### src/rtl/spi_hs_tx_b2a.sv
// Source end of a 4-phase req/ack word transfer out of the clk_b domain, with a one-deep pending buffer.
// Optional watchdog on a stuck a-domain partner: define SPI_HS_TIMEOUT_EN.
module spi_hs_tx_b2a #(
    parameter int DW          = 8,
    parameter int SYNC_STAGES = 3,
    parameter int TO_CYCLES   = 1024
) (
    input  logic          clk_b,
    input  logic          rst_n,
    input  logic          in_valid,
    output logic          in_ready,
    input  logic [DW-1:0] in_data,
    output logic          req_a,
    output logic [DW-1:0] dat_a,
    input  logic          ack_a,
    output logic          busy,
    output logic          done_pulse,
    output logic          timeout_err,
    output logic [1:0]    dbg_state
);

    typedef enum logic [1:0] {
        IDLE    = 2'd0,
        REQ     = 2'd1,
        RELEASE = 2'd2
    } state_e;

    // Handshake on the word side: a word moves when in_valid && in_ready on a clk_b edge;
    // in_valid may rise at any time and in_ready never depends on in_valid.

    if (SYNC_STAGES < 2 || TO_CYCLES < 2) begin : g_param_check
        $error("spi_hs_tx_b2a: SYNC_STAGES and TO_CYCLES must both be >= 2");
    end

    state_e                 state_q, state_d;
    logic [SYNC_STAGES-1:0] sync_q, sync_d;
    logic                   req_q, req_d;
    logic [DW-1:0]          dat_q, dat_d;
    logic [DW-1:0]          pend_q, pend_d;
    logic                   pend_v_q, pend_v_d;
    logic                   done_q, done_d;
    logic                   ack_s;
    logic                   accept;
    logic                   consumed;

    assign ack_s  = sync_q[SYNC_STAGES-1];
    assign accept = in_valid && !pend_v_q;
    assign sync_d = {sync_q[SYNC_STAGES-2:0], ack_a};

`ifdef SPI_HS_TIMEOUT_EN
    localparam int CW = $clog2(TO_CYCLES);

    logic [CW-1:0] cnt_q, cnt_d;
    logic          err_q, err_d;
    logic          to_hit;

    assign to_hit = (cnt_q == CW'(TO_CYCLES - 1));

    // Counter restarts on every state change so REQ and RELEASE each get a full window.
    always_comb begin
        cnt_d = '0;
        if (state_q != IDLE && state_d == state_q) begin
            cnt_d = cnt_q + 1'b1;
        end
    end

    always_ff @(posedge clk_b or negedge rst_n) begin
        if (!rst_n) begin
            cnt_q <= '0;
            err_q <= 1'b0;
        end else begin
            cnt_q <= cnt_d;
            err_q <= err_d;
        end
    end

    assign timeout_err = err_q;
`else
    assign timeout_err = 1'b0;
`endif

    always_comb begin
        state_d  = state_q;
        req_d    = req_q;
        dat_d    = dat_q;
        pend_d   = pend_q;
        pend_v_d = pend_v_q;
        done_d   = 1'b0;
        consumed = 1'b0;
`ifdef SPI_HS_TIMEOUT_EN
        err_d    = accept ? 1'b0 : err_q;
`endif
        case (state_q)
            IDLE: begin
                // A stale ack from the previous transfer must clear before a new request starts.
                if (!ack_s) begin
                    if (pend_v_q) begin
                        dat_d    = pend_q;
                        pend_v_d = 1'b0;
                        req_d    = 1'b1;
                        state_d  = REQ;
                    end else if (accept) begin
                        dat_d    = in_data;
                        req_d    = 1'b1;
                        state_d  = REQ;
                        consumed = 1'b1;
                    end
                end
            end
            REQ: begin
                if (ack_s) begin
                    req_d   = 1'b0;
                    done_d  = 1'b1;
                    state_d = RELEASE;
                end
`ifdef SPI_HS_TIMEOUT_EN
                else if (to_hit) begin
                    req_d   = 1'b0;
                    err_d   = 1'b1;
                    state_d = RELEASE;
                end
`endif
            end
            RELEASE: begin
                if (!ack_s) begin
                    state_d = IDLE;
                end
`ifdef SPI_HS_TIMEOUT_EN
                else if (to_hit) begin
                    err_d   = 1'b1;
                    state_d = IDLE;
                end
`endif
            end
            default: begin
                req_d   = 1'b0;
                state_d = IDLE;
            end
        endcase

        if (accept && !consumed) begin
            pend_d   = in_data;
            pend_v_d = 1'b1;
        end
    end

    always_ff @(posedge clk_b or negedge rst_n) begin
        if (!rst_n) begin
            state_q  <= IDLE;
            sync_q   <= '0;
            req_q    <= 1'b0;
            dat_q    <= '0;
            pend_q   <= '0;
            pend_v_q <= 1'b0;
            done_q   <= 1'b0;
        end else begin
            state_q  <= state_d;
            sync_q   <= sync_d;
            req_q    <= req_d;
            dat_q    <= dat_d;
            pend_q   <= pend_d;
            pend_v_q <= pend_v_d;
            done_q   <= done_d;
        end
    end

    assign in_ready   = !pend_v_q;
    assign busy       = (state_q != IDLE) || pend_v_q;
    assign req_a      = req_q;
    assign dat_a      = dat_q;
    assign done_pulse = done_q;
    assign dbg_state  = state_q;

endmodule

### config.mk
export PLATFORM = sky130hd
export DESIGN_NAME = spi_hs_tx_b2a
export DESIGN_NICKNAME = d
export VERILOG_FILES = /design/src/rtl/spi_hs_tx_b2a.sv
export SDC_FILE = /design/constraint.sdc
export NUM_CORES = 1
export LEC_CHECK = 0
export CAP_MARGIN = 30
export CORE_MARGIN = 2
export CORE_UTILIZATION = 49
export CTS_BUF_LIST = sky130_fd_sc_hd__clkbuf_8
export DETAILED_ROUTE_END_ITERATION = 10
export PLACE_DENSITY = 0.81
export SLEW_MARGIN = 0
export SYNTH_ARGS = -nofsm -noshare
export SYNTH_HDL_FRONTEND = slang
export SYNTH_SLANG_ARGS = --single-unit
### constraint.sdc
create_clock -name clk_b -period 1.7 [get_ports clk_b]
set_input_delay 0.17 -clock clk_b [delete_from_list [all_inputs] [get_ports clk_b]]
set_output_delay 0.17 -clock clk_b [all_outputs]
set_load 0.02 [all_outputs]
* After elaboration in Yosys (flattened, before gate mapping)
Index checks and enable logic that the tools add are counted.
** Operators by class
- Mux-type cells :: 22
- Bitwise gates (word level) :: 2
- Eq/ne operators :: 7
- Reductions and logical operators :: 13
** Operator list (number)
- $mux 8 :: 2
- $mux 1 :: 13
- $mux 2 :: 5
- $reduce_and 4->1 :: 2
- $ne 2x2->1 const B :: 3
- $pmux 2 s3 :: 1
- $reduce_bool 2->1 :: 3
- $ne 3x3->1 const B :: 1
- $pmux 1 s3 :: 1
- $reduce_and 3->1 :: 1
- $eq 2x1->1 const B :: 1
- $eq 2x2->1 const B :: 1
- $logic_and 1x1->1 :: 2
- $logic_not 1->1 :: 2
- $logic_not 2->1 :: 1
- $ne 2x1->1 const B :: 1
- $not 1->1 :: 2
- $reduce_and 2->1 :: 1
- $logic_or 1x1->1 :: 1
** Storage, ports and cells
- Input port bits :: 12
- Register bits after elaboration :: 24

* Depth between registers and ports, before layout
Gate-level depths: netlist of run 1.
- Depth in word-level cells :: 10
- Mapped depth :: 4
- Gate-level depth less buffers :: 3

* Worst setup path before layout of run 1
OpenSTA, ideal clock, no wires.
- Kind :: register to register
- Start point :: reg state_q[1] (netlist: dbg_state[1])
- End point :: reg dat_q[1] (netlist: dat_a[1])
- Stages on the path, launching flop included :: 5
- Arrival :: 1401 ps
- Slack :: 174 ps
- Data required time :: 1575 ps
- Cell sequence :: dfrtp_1 -> nor3_2 -> and2b_1 -> buf_6 -> mux2_2
** On the way
- Longest elaborated chain between the ends :: 2
** RTL lines
- start: declaration :: line 35 : state_e state_q, state_d;
- start signal: assignment :: line 157 : state_q <= state_d;
- $logic_not 2->1 :: line 93 : case (state_q)
- $reduce_and 3->1 (no source line)
- end signal: assignment :: line 160 : dat_q <= dat_d;
- end: declaration :: line 38 : logic [DW-1:0] dat_q, dat_d;
No other way between the ends.
A chain may end at the register's enable or synchronous reset.

* Final worst setup path of run 1
- Start point :: reg state_q[0] (netlist: dbg_state[0])
- End point :: out busy
** On the way
- Longest elaborated chain between the ends :: 2
** RTL lines
- $reduce_bool 2->1 :: line 168 : assign busy = (state_q != IDLE) || pend_v_q;
- $logic_or 1x1->1 :: line 168
- end: declaration :: line 16 : output logic busy,
No other way between the ends.

==> results of run 1 <==
-- placed cells by master (no fill, tap or decap), drive strengths merged, types with 2 or more instances in the layout --
master / Yosys / final
mux2: 24 / 24
dfrtp: 24 / 24
nor3: 3 / 3
nor2: 2 / 2
clkdlybuf4s50: 0 / 23
buf: 3 / 6
clkbuf: 0 / 3
-- cell families (layout without fill, tap and decap cells) --
group,Yosys count,in the layout,share of synthesized area [%]
compound gates,2,2,1.250
xor+xnor,1,1,0.8752
buf+inv,4,35,2.749
flops,24,24,60.00
mux,24,24,27.00
other cells,1,1,0.3746
simple gates,10,10,7.752
-- critical path, stage by stage, from the launching register on --
cell and delay (ns):
dfrtp_1 0.45, or3_2 0.42, dlygate4sd2_1 0.33
-- routing by layer --
metal  track usage [%]  share of wire (%)  vias up
met4             4.286                  0        0
li1                  -                  -      293
met1             20.41                 43      287
met2             25.90                 51       18
met3             4.601                6.3        0
met5                 0                  0        -
-- state kept, by name, indices dropped and copies added, names as in the netlist --
signal      cells
pend_q          8
dat_a           8
req_a           1
sync_q          3
done_pulse      1
dbg_state       2
pend_v_q        1
-- area by class of cell --
type | count | share of cell area (%)
multi-input combinational | 38 | 27.64
inverter | 1 | 0.2783
tap | 27 | 2.505
clock buffer | 3 | 3.061
sequential | 24 | 44.53
timing repair buffer | 31 | 21.99
-- through the flow --
stage / instances / hold slack, ns / cell area (sq um)
global placement: 121 / 0.3364 / 1306
CTS: 124 / 0.2603 / 1346
global route: 124 / 0.3011 / 1349
detailed placement: 121 / 0.3575 / 1306
floorplan: 66 / -0.1256 / 1001
finish: 124 / 0.2546 / 1349
-- how the worst max path moves through the flow --
stage / from / endpoint / cells after the start
after floorplan: dbg_state[1] / dat_a[1] / 4
final: dbg_state[0] / busy / 2
after detailed placement: dbg_state[0] / busy / 2
after global placement: dbg_state[0] / busy / 2
after CTS: pend_v_q / in_ready / 3
after global routing: dbg_state[0] / busy / 2
-- report_power, final --
group / switching [mW] / leakage, nW / internal (mW) / total, mW
sequential: 0.110 / 0.284 / 0.788 / 0.898
clock: 0.161 / 0.0216 / 0.158 / 0.319
combinational: 0.377 / 0.282 / 0.517 / 0.894
==> summary by stage, run 1 <==
Route
The final wirelength is 1657 microns. The count of nets left with antenna violations once routing finished came out at 0. In the routed layout, each cell is associated on average with a via count of 4.823.

The iteration count of the initial detailed-routing pass is 4. The detailed router finished its first iteration with 2 violations. The routed wire length per instance is 13.36 microns.

For this run, design rule violations remaining after detail routing come to 0. The via count is 598.

CTS
At the later pin of the worst-skew pair, clock insertion delay measures 0.26 ns. In this run the post-CTS setup repair buffer count came out at 0. For this design, the CTS-stage hold fixing added 0 buffers. Gates resized during post-CTS repair numbered 1. The clock input transition at the sequential cells of the worst setup and hold paths is 0.08 ns. Clock tree synthesis found a total of 24 sinks. The maximum clock path buffer count is 2. CTS built an H-tree with a depth of 1. In this run, CTS created clock tree buffers numbering 3. The CTS tree is done. The root buffer cell is clkbuf_8.

Logic synthesis
After synthesis, the share of flip-flops with an asynchronous set or reset is 100.0%. The average instance in the mapped netlist occupies 15.17 sq um. By count the netlist is led by dfrtp_1, mux2_2, nor2_1, nor3_1. In this run, distinct cell masters in the synthesized netlist total 19.

Summed over all instances, the cell type with the most area after synthesis is dfrtp_1. The flop and latch count out of synthesis is 24. The sequential-to-total area share from yosys stat is 60.00%. The synthesized netlist occupies a cell area of 1001 sq um.

The most used flip-flop cell after synthesis is dfrtp_1. In this run the biggest area consumer among cell types represents 60.00% of the synthesized area. Among all cell types in the netlist, the one instantiated most often is dfrtp_1. Counting every instance in the synthesized netlist gives 66. In this run, synthesis inferred 0 flip-flops with an integrated enable. The net count after synthesis is 78. During synthesis, Yosys emitted a total of 0 warnings. Ranked by total cell area, the synthesized netlist is headed by dfrtp_1, mux2_2, nor3b_4.

Power
The worst vdd rail ir drop is 1.179 mV. The overall power after layout is 2.111 mW. The leakage dissipation is 0.5877 nW. Dividing total power by cell area gives a power density of 1565 nW/um^2.

STA
Setup violations remaining at the end of the flow were counted as 0. The summed negative setup slack over all endpoints is 0 ns. The worst path meets setup with 0.08333 ns of slack.

For the final database, setup skew stands at 0.001308 ns. The achievable clock frequency is 0.6186 GHz. The number of max-slew violations in the final report is 0. The part of the cycle the worst path needs is 95.10%. Setup repair after global routing left no endpoint under its margin. The final hold violation count came to 0.

The clock period could shrink to 1.617 ns.

Layout
In the final layout, the multi-input gates occupy 372.9 sq um. The number of antenna diodes is 0. The share of cells above drive strength 1 is 37.11%. The area growth from synthesis to layout is 34.75%. Fill cells in the final layout number 160.

The area taken by flip-flops and latches is 600.6 sq um. Measured on the finished design, the core utilization comes to 69.46%. The final net count is 111.

Worst hold path
The classification of the worst-slack hold path is input pin to async pin.

Global routing
Entering global routing, the biggest net connects 25 pins. The via count of the first global-routing pass was 636. The sum of overflow across all layers after global routing is 0. The number of antenna violations at the first check in global routing is 0. The first-pass GRT wire length is 2898 microns. The total global-route track usage is 15.79%.

Worst setup path
The startpoint of the most critical register-to-register path is pend_v_q. The endpoint of the most critical register-to-register path is dat_a[0]. The type of the worst setup path is register to output port. The signal arrival time at the worst endpoint is 1.45 ns.

The reg2reg setup slack is 0.19 ns. The worst setup path is launched from a register. Along the worst path, the maximum fanout reaches 7. The required time of the worst setup path is 1.53 ns.

STA classifies the critical path endpoint as an output port. Measured in cells, the most critical reg-to-reg path has a length of 5.

Floorplan
The area of the die is 2420 sq um. The height of the die is 49.20 microns. The count of pins on the block boundary is 27. In this run the core area contains 16 standard-cell rows. The die boundary width is 49.20 microns. The starting density of the core is 51.55%. The total core area is 1942 sq um.

Run
The max-cap check violation count is 0.

Place
The detailed placement HPWL is 1183 microns. The count of buffers inserted at the top-level ports is 25. Routability-driven placement finished with a final weighted congestion of 0.6832.

At the placement stage, the worst setup path has a slack of 0.1429 ns.

Outcome
The run finished with clean final reports.
Note: power is estimated with default switching activity, not from simulation.
==> run 2, diff against run 1 <==
--- a/config.mk
+++ b/config.mk
@@ -9,6 +9,7 @@
 export CORE_MARGIN = 2
 export CORE_UTILIZATION = 49
 export CTS_BUF_LIST = sky130_fd_sc_hd__clkbuf_8
+export CTS_CLUSTER_SIZE = 30
 export DETAILED_ROUTE_END_ITERATION = 10
 export PLACE_DENSITY = 0.81
 export SLEW_MARGIN = 0
==> results of run 2 <==
The final DEF is identical to that of run 1; final timing and power are the same.
